==> src/rtl/icache_refill_arbiter_if.sv <==
// Shared word-wide backing-memory port between the refill arbiter (master) and memory (slave).
interface icache_refill_arbiter_if;
    logic        req;
    logic        we;
    logic [31:0] addr;
    logic [31:0] wdata;
    logic [31:0] rdata;
    logic        ack;

    modport master (output req, we, addr, wdata, input rdata, ack);
    modport slave  (input req, we, addr, wdata, output rdata, ack);
endinterface

==> src/rtl/icache_refill_arbiter.sv <==
// Shares one memory port between 8-word I-cache line refills and single-word data accesses.
// Optional macro CRITICAL_WORD_FIRST_EN starts each burst at the missing word and wraps around the line.
module icache_refill_arbiter #(
    parameter int LINE_WORDS = 8,
    parameter int OFF_BITS   = 3
) (
    input  logic                CLK,
    input  logic                RST,
    input  logic                ic_miss,
    input  logic [31:0]         ic_addr,
    output logic                ic_stall,
    output logic                ic_fill_we,
    output logic [OFF_BITS-1:0] ic_fill_idx,
    output logic [31:0]         ic_fill_data,
    output logic                ic_fill_done,
    input  logic                dm_req,
    input  logic                dm_we,
    input  logic [31:0]         dm_addr,
    input  logic [31:0]         dm_wdata,
    output logic [31:0]         dm_rdata,
    output logic                dm_ack,
    icache_refill_arbiter_if.master mem
);

    typedef enum logic [1:0] {IDLE, IC_FILL, IC_DONE, DM_ACC} state_t;
    typedef enum logic {GRANT_IC, GRANT_DM} grant_t;

    localparam logic [OFF_BITS-1:0] LAST_BEAT = OFF_BITS'(LINE_WORDS - 1);

    state_t              state, state_next;
    grant_t              last_grant, last_grant_next;
    logic [OFF_BITS-1:0] cnt, cnt_next;
    logic [OFF_BITS-1:0] beats, beats_next;
    logic [OFF_BITS-1:0] start_word;
    logic                unused_addr_bits;

`ifdef CRITICAL_WORD_FIRST_EN
    assign start_word = ic_addr[OFF_BITS+1:2];
`else
    assign start_word = '0;
`endif

    assign unused_addr_bits = ^ic_addr[OFF_BITS+1:0];

    assign ic_stall = ic_miss | (state != IDLE);

    always_ff @(posedge CLK) begin
        if (RST) begin
            state      <= IDLE;
            cnt        <= '0;
            beats      <= '0;
            last_grant <= GRANT_IC;
        end else begin
            state      <= state_next;
            cnt        <= cnt_next;
            beats      <= beats_next;
            last_grant <= last_grant_next;
        end
    end

    // cnt addresses the word slot and may start mid-line; beats counts transfers so the burst always ends after a full line.
    always_comb begin
        state_next      = state;
        cnt_next        = cnt;
        beats_next      = beats;
        last_grant_next = last_grant;
        mem.req         = 1'b0;
        mem.we          = 1'b0;
        mem.addr        = '0;
        mem.wdata       = '0;
        ic_fill_we      = 1'b0;
        ic_fill_idx     = '0;
        ic_fill_data    = '0;
        ic_fill_done    = 1'b0;
        dm_ack          = 1'b0;
        dm_rdata        = '0;

        unique case (state)
            IDLE: begin
                if (ic_miss && (!dm_req || last_grant == GRANT_DM)) begin
                    state_next = IC_FILL;
                    cnt_next   = start_word;
                    beats_next = '0;
                end else if (dm_req) begin
                    state_next = DM_ACC;
                end
            end
            IC_FILL: begin
                mem.req  = 1'b1;
                mem.addr = {ic_addr[31:OFF_BITS+2], cnt, 2'b00};
                if (mem.ack) begin
                    ic_fill_we   = 1'b1;
                    ic_fill_idx  = cnt;
                    ic_fill_data = mem.rdata;
                    cnt_next     = cnt + 1'b1;
                    beats_next   = beats + 1'b1;
                    if (beats == LAST_BEAT) begin
                        state_next      = IC_DONE;
                        last_grant_next = GRANT_IC;
                    end
                end
            end
            IC_DONE: begin
                ic_fill_done = 1'b1;
                state_next   = IDLE;
            end
            DM_ACC: begin
                mem.req   = 1'b1;
                mem.we    = dm_we;
                mem.addr  = dm_addr;
                mem.wdata = dm_wdata;
                if (mem.ack) begin
                    dm_ack          = 1'b1;
                    dm_rdata        = mem.rdata;
                    state_next      = IDLE;
                    last_grant_next = GRANT_DM;
                end
            end
            default: state_next = IDLE;
        endcase
    end

endmodule

==> src/flat_wrapper.sv <==
// flat-port wrapper written by rule: the top's interface ports become plain ports
module icache_refill_arbiter_flat 
#(
    parameter int LINE_WORDS = 8,
    parameter int OFF_BITS   = 3
)
  (CLK, RST, ic_miss, ic_addr, ic_stall, ic_fill_we, ic_fill_idx, ic_fill_data, ic_fill_done, dm_req, dm_we, dm_addr, dm_wdata, dm_rdata, dm_ack, mem_req, mem_we, mem_addr, mem_wdata, mem_rdata, mem_ack);
  icache_refill_arbiter_if mem_i ();
  input  logic CLK;
  input  logic RST;
  input  logic ic_miss;
  input  logic [31:0] ic_addr;
  output logic ic_stall;
  output logic ic_fill_we;
  output logic [OFF_BITS-1:0] ic_fill_idx;
  output logic [31:0] ic_fill_data;
  output logic ic_fill_done;
  input  logic dm_req;
  input  logic dm_we;
  input  logic [31:0] dm_addr;
  input  logic [31:0] dm_wdata;
  output logic [31:0] dm_rdata;
  output logic dm_ack;
  output wire logic [$bits(mem_i.req)-1:0] mem_req;
  output wire logic [$bits(mem_i.we)-1:0] mem_we;
  output wire logic [$bits(mem_i.addr)-1:0] mem_addr;
  output wire logic [$bits(mem_i.wdata)-1:0] mem_wdata;
  input wire logic [$bits(mem_i.rdata)-1:0] mem_rdata;
  input wire logic [$bits(mem_i.ack)-1:0] mem_ack;
  assign mem_req = mem_i.req;
  assign mem_we = mem_i.we;
  assign mem_addr = mem_i.addr;
  assign mem_wdata = mem_i.wdata;
  assign mem_i.rdata = mem_rdata;
  assign mem_i.ack = mem_ack;
  icache_refill_arbiter #(.LINE_WORDS(LINE_WORDS), .OFF_BITS(OFF_BITS)) u_core (.CLK(CLK), .RST(RST), .ic_miss(ic_miss), .ic_addr(ic_addr), .ic_stall(ic_stall), .ic_fill_we(ic_fill_we), .ic_fill_idx(ic_fill_idx), .ic_fill_data(ic_fill_data), .ic_fill_done(ic_fill_done), .dm_req(dm_req), .dm_we(dm_we), .dm_addr(dm_addr), .dm_wdata(dm_wdata), .dm_rdata(dm_rdata), .dm_ack(dm_ack), .mem(mem_i));
endmodule
==> config.mk <==
export PLATFORM = sky130hd
export DESIGN_NAME = icache_refill_arbiter_flat
export DESIGN_NICKNAME = d
export VERILOG_FILES = /design/src/rtl/icache_refill_arbiter_if.sv /design/src/rtl/icache_refill_arbiter.sv /design/src/flat_wrapper.sv
export SDC_FILE = /design/constraint.sdc
export NUM_CORES = 1
export LEC_CHECK = 0
export CORE_AREA = 2 2 104 106
export CTS_CLUSTER_SIZE = 8
export DETAILED_ROUTE_END_ITERATION = 8
export DIE_AREA = 0 0 106 108
export HOLD_SLACK_MARGIN = 0.12
export PLACE_DENSITY = 0.66
export SYNTH_ARGS = -nofsm -noshare
export SYNTH_HDL_FRONTEND = slang
export SYNTH_SLANG_ARGS = --single-unit
==> constraint.sdc <==
create_clock -name CLK -period 1 [get_ports CLK]
set_input_delay 0.2 -clock CLK [delete_from_list [all_inputs] [get_ports CLK]]
set_output_delay 0.2 -clock CLK [all_outputs]
set_load 0.005 [all_outputs]
---- After elaboration in Yosys (flattened, before gate mapping) ----
Index checks and enable logic that the tools add are counted.
word-level totals
  flip-flop bits (word level) ............. 9
  input bits .............................. 134
operators by class
  bitwise gates (word level) .............. 1
  reductions and logical operators ........ 11
  equal/unequal tests ..................... 9
  mux-type cells .......................... 28
  $add $sub $neg .......................... 2
operators by type and width
  kind                 number
  $mux 32              4
  $pmux 32 s2          1
  $mux 3               5
  $pmux 3 s2           2
  $mux 2               5
  $mux 1               9
  $pmux 2 s4           1
  $reduce_and 4->1     2
  $add 3x1->3 const B  2
  $reduce_bool 2->1    3
  $eq 2x2->1 const B   2
  $ne 2x1->1 const B   2
  $ne 2x2->1 const B   2
  $eq 3x3->1 const B   1
  $ne 3x2->1 const B   1
  $reduce_and 3->1     1
  $eq 2x1->1 const B   1
  $logic_not 2->1      1
  $pmux 1 s2           1
  $reduce_or 2->1      1
  $logic_and 1x1->1    1
  $logic_not 1->1      1
  $logic_or 1x1->1     1
  $or 1x1->1           1

---- Longest topological paths before layout ----
  depth in word-level cells ............... 5
  gate-level depth with buffers ........... 5

---- Worst setup path before layout ----
No wires, ideal clock.
  path kind ............................... flip-flop to output port
  start ................................... reg u_core.state[1]
  end ..................................... out ic_fill_data[22]
  arrival time ............................ 941 ps
  setup slack ............................. -141 ps
  data required time ...................... 800 ps
  buffers on the path ..................... 1
  stages on the path, launching flop included .. 4
  cell sequence ........................... dfxtp_1 -> and3b_4 -> buf_2 -> and2_1
between the ends
  word-level cells in the longest chain between the ends .. 2
RTL lines
  element                   RTL line                     RTL
  start: declaration        icache_refill_arbiter.sv:30  state_t state, state_next;
  start signal: assignment  icache_refill_arbiter.sv:54  state <= state_next;
  $eq 2x1->1                icache_refill_arbiter.sv:78  unique case (state)
  $mux 32                   icache_refill_arbiter.sv:78
  end: declaration          flat_wrapper.sv:16           output logic [31:0] ic_fill_data;
No other way between the ends.

---- Worst setup path in the final report ----
  start ................................... reg u_core.state[1]
  end ..................................... out dm_rdata[29]
between the ends
  word-level cells in the longest chain between the ends .. 2
RTL lines
  element           RTL line                     RTL
  $eq 2x2->1        icache_refill_arbiter.sv:78
  $mux 32           icache_refill_arbiter.sv:78
  end: declaration  flat_wrapper.sv:22           output logic [31:0] dm_rdata;
No other way between the ends.

==> impl_metrics.csv <==
group,metric,value,unit
grt,grt_max_degree,23,
drt,viasPerCell,4.360,
synth,synthMuxAreaShare,0.1647,
synth,synth.top_cell.area_share,0.2378,
power,power_leakage,2.729,nW
synth,synth_warnings,0,
floorplanning,dieArea,11450,sq um
finish,fin_util,0.5832,
synth,ys_ff_latch,9,
run,max_cap_violations,0,
worst_hold_path,hold_end,"u_core.beats[0]$_SDFFE_PP0P_",
floorplanning,die_h,108,microns
drt,drt-met1-wl,4481,microns
sta,finalCriticalPeriod,1.715,ns
synth,synth_compound_area_frac,0.09084,
finish,finalNetCount,710,
synth,synthTopCellsByCount,"and2_1, and3_1, nor2b_1",
sta,hold_viol,0,
synth,synth_xor_xnor_area_share,0,
sta,layout_setup_ws,-0.7153,ns
power,p_sw,0.001207,W
drt,highest_layer,"met4",
clock_tree,clockBufferDepth,2,
finish,instances_no_fill,708,
critical_path,rrSetupSlack,-0.57,ns
synth,synth.net_count,379,
sta,clock_skew,0.0007204,ns
clock_tree,path_clk_slew,0.05,ns
critical_path,reg2reg_depth,8,
placed_design,hpwl,7622,microns
power,swShare,0.3137,
finish,final_cell_area,5967,sq um
critical_path,required,0.80,ns
grt,grt_usage,0.1760,
synth,netlist_instances,242,
worst_hold_path,min-delay-start,"u_core.beats[0]$_SDFFE_PP0P_",
critical_path,end_kind,"output pin",
drt,dr.pass1.iters,4,
worst_hold_path,hp-class,"reg2reg",
drt,drt-total-wl,11940,microns
synth,synth.yosys.seq_area_share,0.1022,
synth,synth.most_common_cell,"and2_1",
clock_tree,cts-buffers-inserted,3,
floorplanning,die_x,106,microns
run_status,failed_checks,"negative setup slack",
critical_path,crit_top_cell,"buf_6",
synth,synth-edff-count,0,
floorplanning,start_util,0.1723,
placed_design,numPortBuffers,265,
drt,routedWlPerCell,16.86,microns
sta,setup_tns,-81.38,ns
placed_design,dp_cells,641,
drt,vias,3087,
floorplanning,rows,37,
drt,ant_nets,0,
synth,synth_top_family_by_area,"simple AND/OR/NAND/NOR gates",
drt,routed-wl-met2,6253,microns
sta,grt_setup_unrepaired,"true",
critical_path,startpoint_type,"flop",
critical_path,critPathBufInv,5,
sta,tightest_slew,0.3199,ns
critical_path,cp_cell_sequence,"and3_4, buf_12, buf_16, buf_6, buf_6, and2_4, buf_6",
grt,grt-ovfl-total,0,
clock_tree,cts_root_buf,"clkbuf_8",
synth,synth.distinct_cells,33,
synth,netlist_top_cells_area,"and2_1, mux2i_1, and3_1, nor2b_1, dfxtp_1",
power,pwr-share-clk,0.116,
power,ir_drop,0.3833,mV
clock_tree,clk_latency,0.24,ns
clock_tree,htreeDepth,1,
grt,grt_pass1_vias,3060,
power,power.density,644.9,nW/um^2
sta,report.final.slew_viol_count,0,
clock_tree,cts_hold_repair.buffers,0,
critical_path,path_class,"reg2out",
power,internal-power,0.002641,W
finish,areaGrowthSynthToFinish,238.5,%
placed_design,place_area,4723,sq um
power,power_frac_comb,0.777,
drt,detail_route.iter0.violations,59,
critical_path,slowest_delay,0.36,ns
finish,drive_above_1_share,0.6049,
power,p_seq_frac,0.108,
drt,drc_errors,0,
synth,synth-simple-area-share,0.5295,
synth,syn-mean-instance-area,7.285,sq um
critical_path,path_max_fanout,4,
floorplanning,core-area,10230,sq um
drt,met3_length,1007,microns
worst_hold_path,holdPathStages,2,
critical_path,worst_path_max_delay_cell,"dfxtp_4",
synth,synth-async-reset-ratio,0,
critical_path,r2r-start,"u_core.state[1]$_SDFFE_PP0P_",
critical_path,crit_family,"buffers and inverters",
clock_tree,cts_tree,"yes",
sta,max_slew_margin,0.7858,
clock_tree,clock-sinks,9,
critical_path,crit_cells,7,
sta,setup_violations,146,
sta,fmaxAchievable,0.5830,GHz
synth,syn_area,1763,sq um
synth,synthAdderAreaFrac,0.02129,
sta,finalCritPeriodShare,1.715,
synth,synthFlopType,"dfxtp_1",
synth,synth_top_cell_by_area,"and2_1",
critical_path,r2r-end,"u_core.beats[2]$_SDFFE_PP0P_",
placed_design,place_ws,-0.9984,ns
run_status,outcome,"finished, violations left",
critical_path,cp.arrival,1.52,ns
grt,grt_pass1_wl,15930,microns
placed_design,place.gp.congestion,0.7633,
finish,antennaDiodeCount,0,
grt,antenna_found_initial,0,
floorplanning,io_pins,271,
how the worst max path moves through the flow:
stage / to / from / slack (ns)
floorplan: ic_fill_data[22] / u_core.state[1]$_SDFFE_PP0P_ / -0.12
global placement: dm_rdata[30] / mem_ack / -0.96
detailed placement: ic_fill_data[1] / mem_ack / -1.0
CTS: mem_wdata[25] / u_core.state[1]$_SDFFE_PP0P_ / -0.80
global route: dm_rdata[29] / u_core.state[1]$_SDFFE_PP0P_ / -0.74
finish: dm_rdata[29] / u_core.state[1]$_SDFFE_PP0P_ / -0.72
routing by layer:
metal,GRT usage,vias to the layer above
li1,-,1488
met1,0.1705,1414
met4,0.06297,0
met2,0.3498,175
met5,0,-
met3,0.05425,10
cell type report:
type,count,area [sq um]
Tap cell,136,170.2
Fill cell,836,4264
Sequential cell,9,190.2
Inverter,2,7.507
Multi-Input combinational cell,205,1824
Clock buffer,4,45.04
Timing Repair Buffer,352,3730
what timing repair did:
item                       4_1_cts  5_1_grt
setup buffers                   37       18
resized for setup              539      232
gates cloned                     9        9
pin swaps                       40       27
setup endpoints to repair      146      146
cells by family after synthesis:
| logic type | Yosys count |
|---|---|
| AND/OR/NAND/NOR | 151 |
| AO/OA/AOI/OAI | 22 |
| multiplexers | 29 |
| flip-flops | 9 |
| buffers and inverters | 28 |
| adder cells (fa/ha/maj) | 3 |
power by group through the flow:
stage	clock network [W]	logic (W)	registers (W)
global route	0.000458	0.00316	0.000416
global placement	0	0.00199	0.000417
detailed placement	0	0.00201	0.000418
finish	0.000445	0.00299	0.000415
floorplan	0	0.000821	0.000414
CTS	0.000443	0.00253	0.000413
worst register-to-register path: stages (launching register included):
cell and delay (ns):
dfxtp_4 0.37, and3b_4 0.23, buf_12 0.14, buf_16 0.13, buf_8 0.12, buf_4 0.13, buf_6 0.13, a22oi_2 0.13
a21oi_1 0.08
metrics by stage:
step	total power (W)	hold slack, ns
3_3_place_gp	0.002407	0.5654
2_1_floorplan	0.001235	0.3816
5_1_grt	0.004030	0.6211
6_report	0.003848	0.5922
4_1_cts	0.003382	0.5851
3_5_place_dp	0.002431	0.5738
sequential cells by signal (all words and copies together) (netlist names):
name,flops
u_core.last_grant,1
u_core.beats,3
u_core.cnt,3
u_core.state,2
placed cells by master, fill, tap and decap left out, types with 13 or more instances in the layout:
cell type	Yosys	routed
and2_4	0	63
and3_1	36	13
and3_4	0	23
buf_12	0	17
buf_2	7	24
buf_4	2	20
buf_6	5	114
clkbuf_2	2	28
clkdlybuf4s50_1	0	127
mux2i_1	29	27
nor2b_1	33	27
Power figures use the tool's default switching activity.
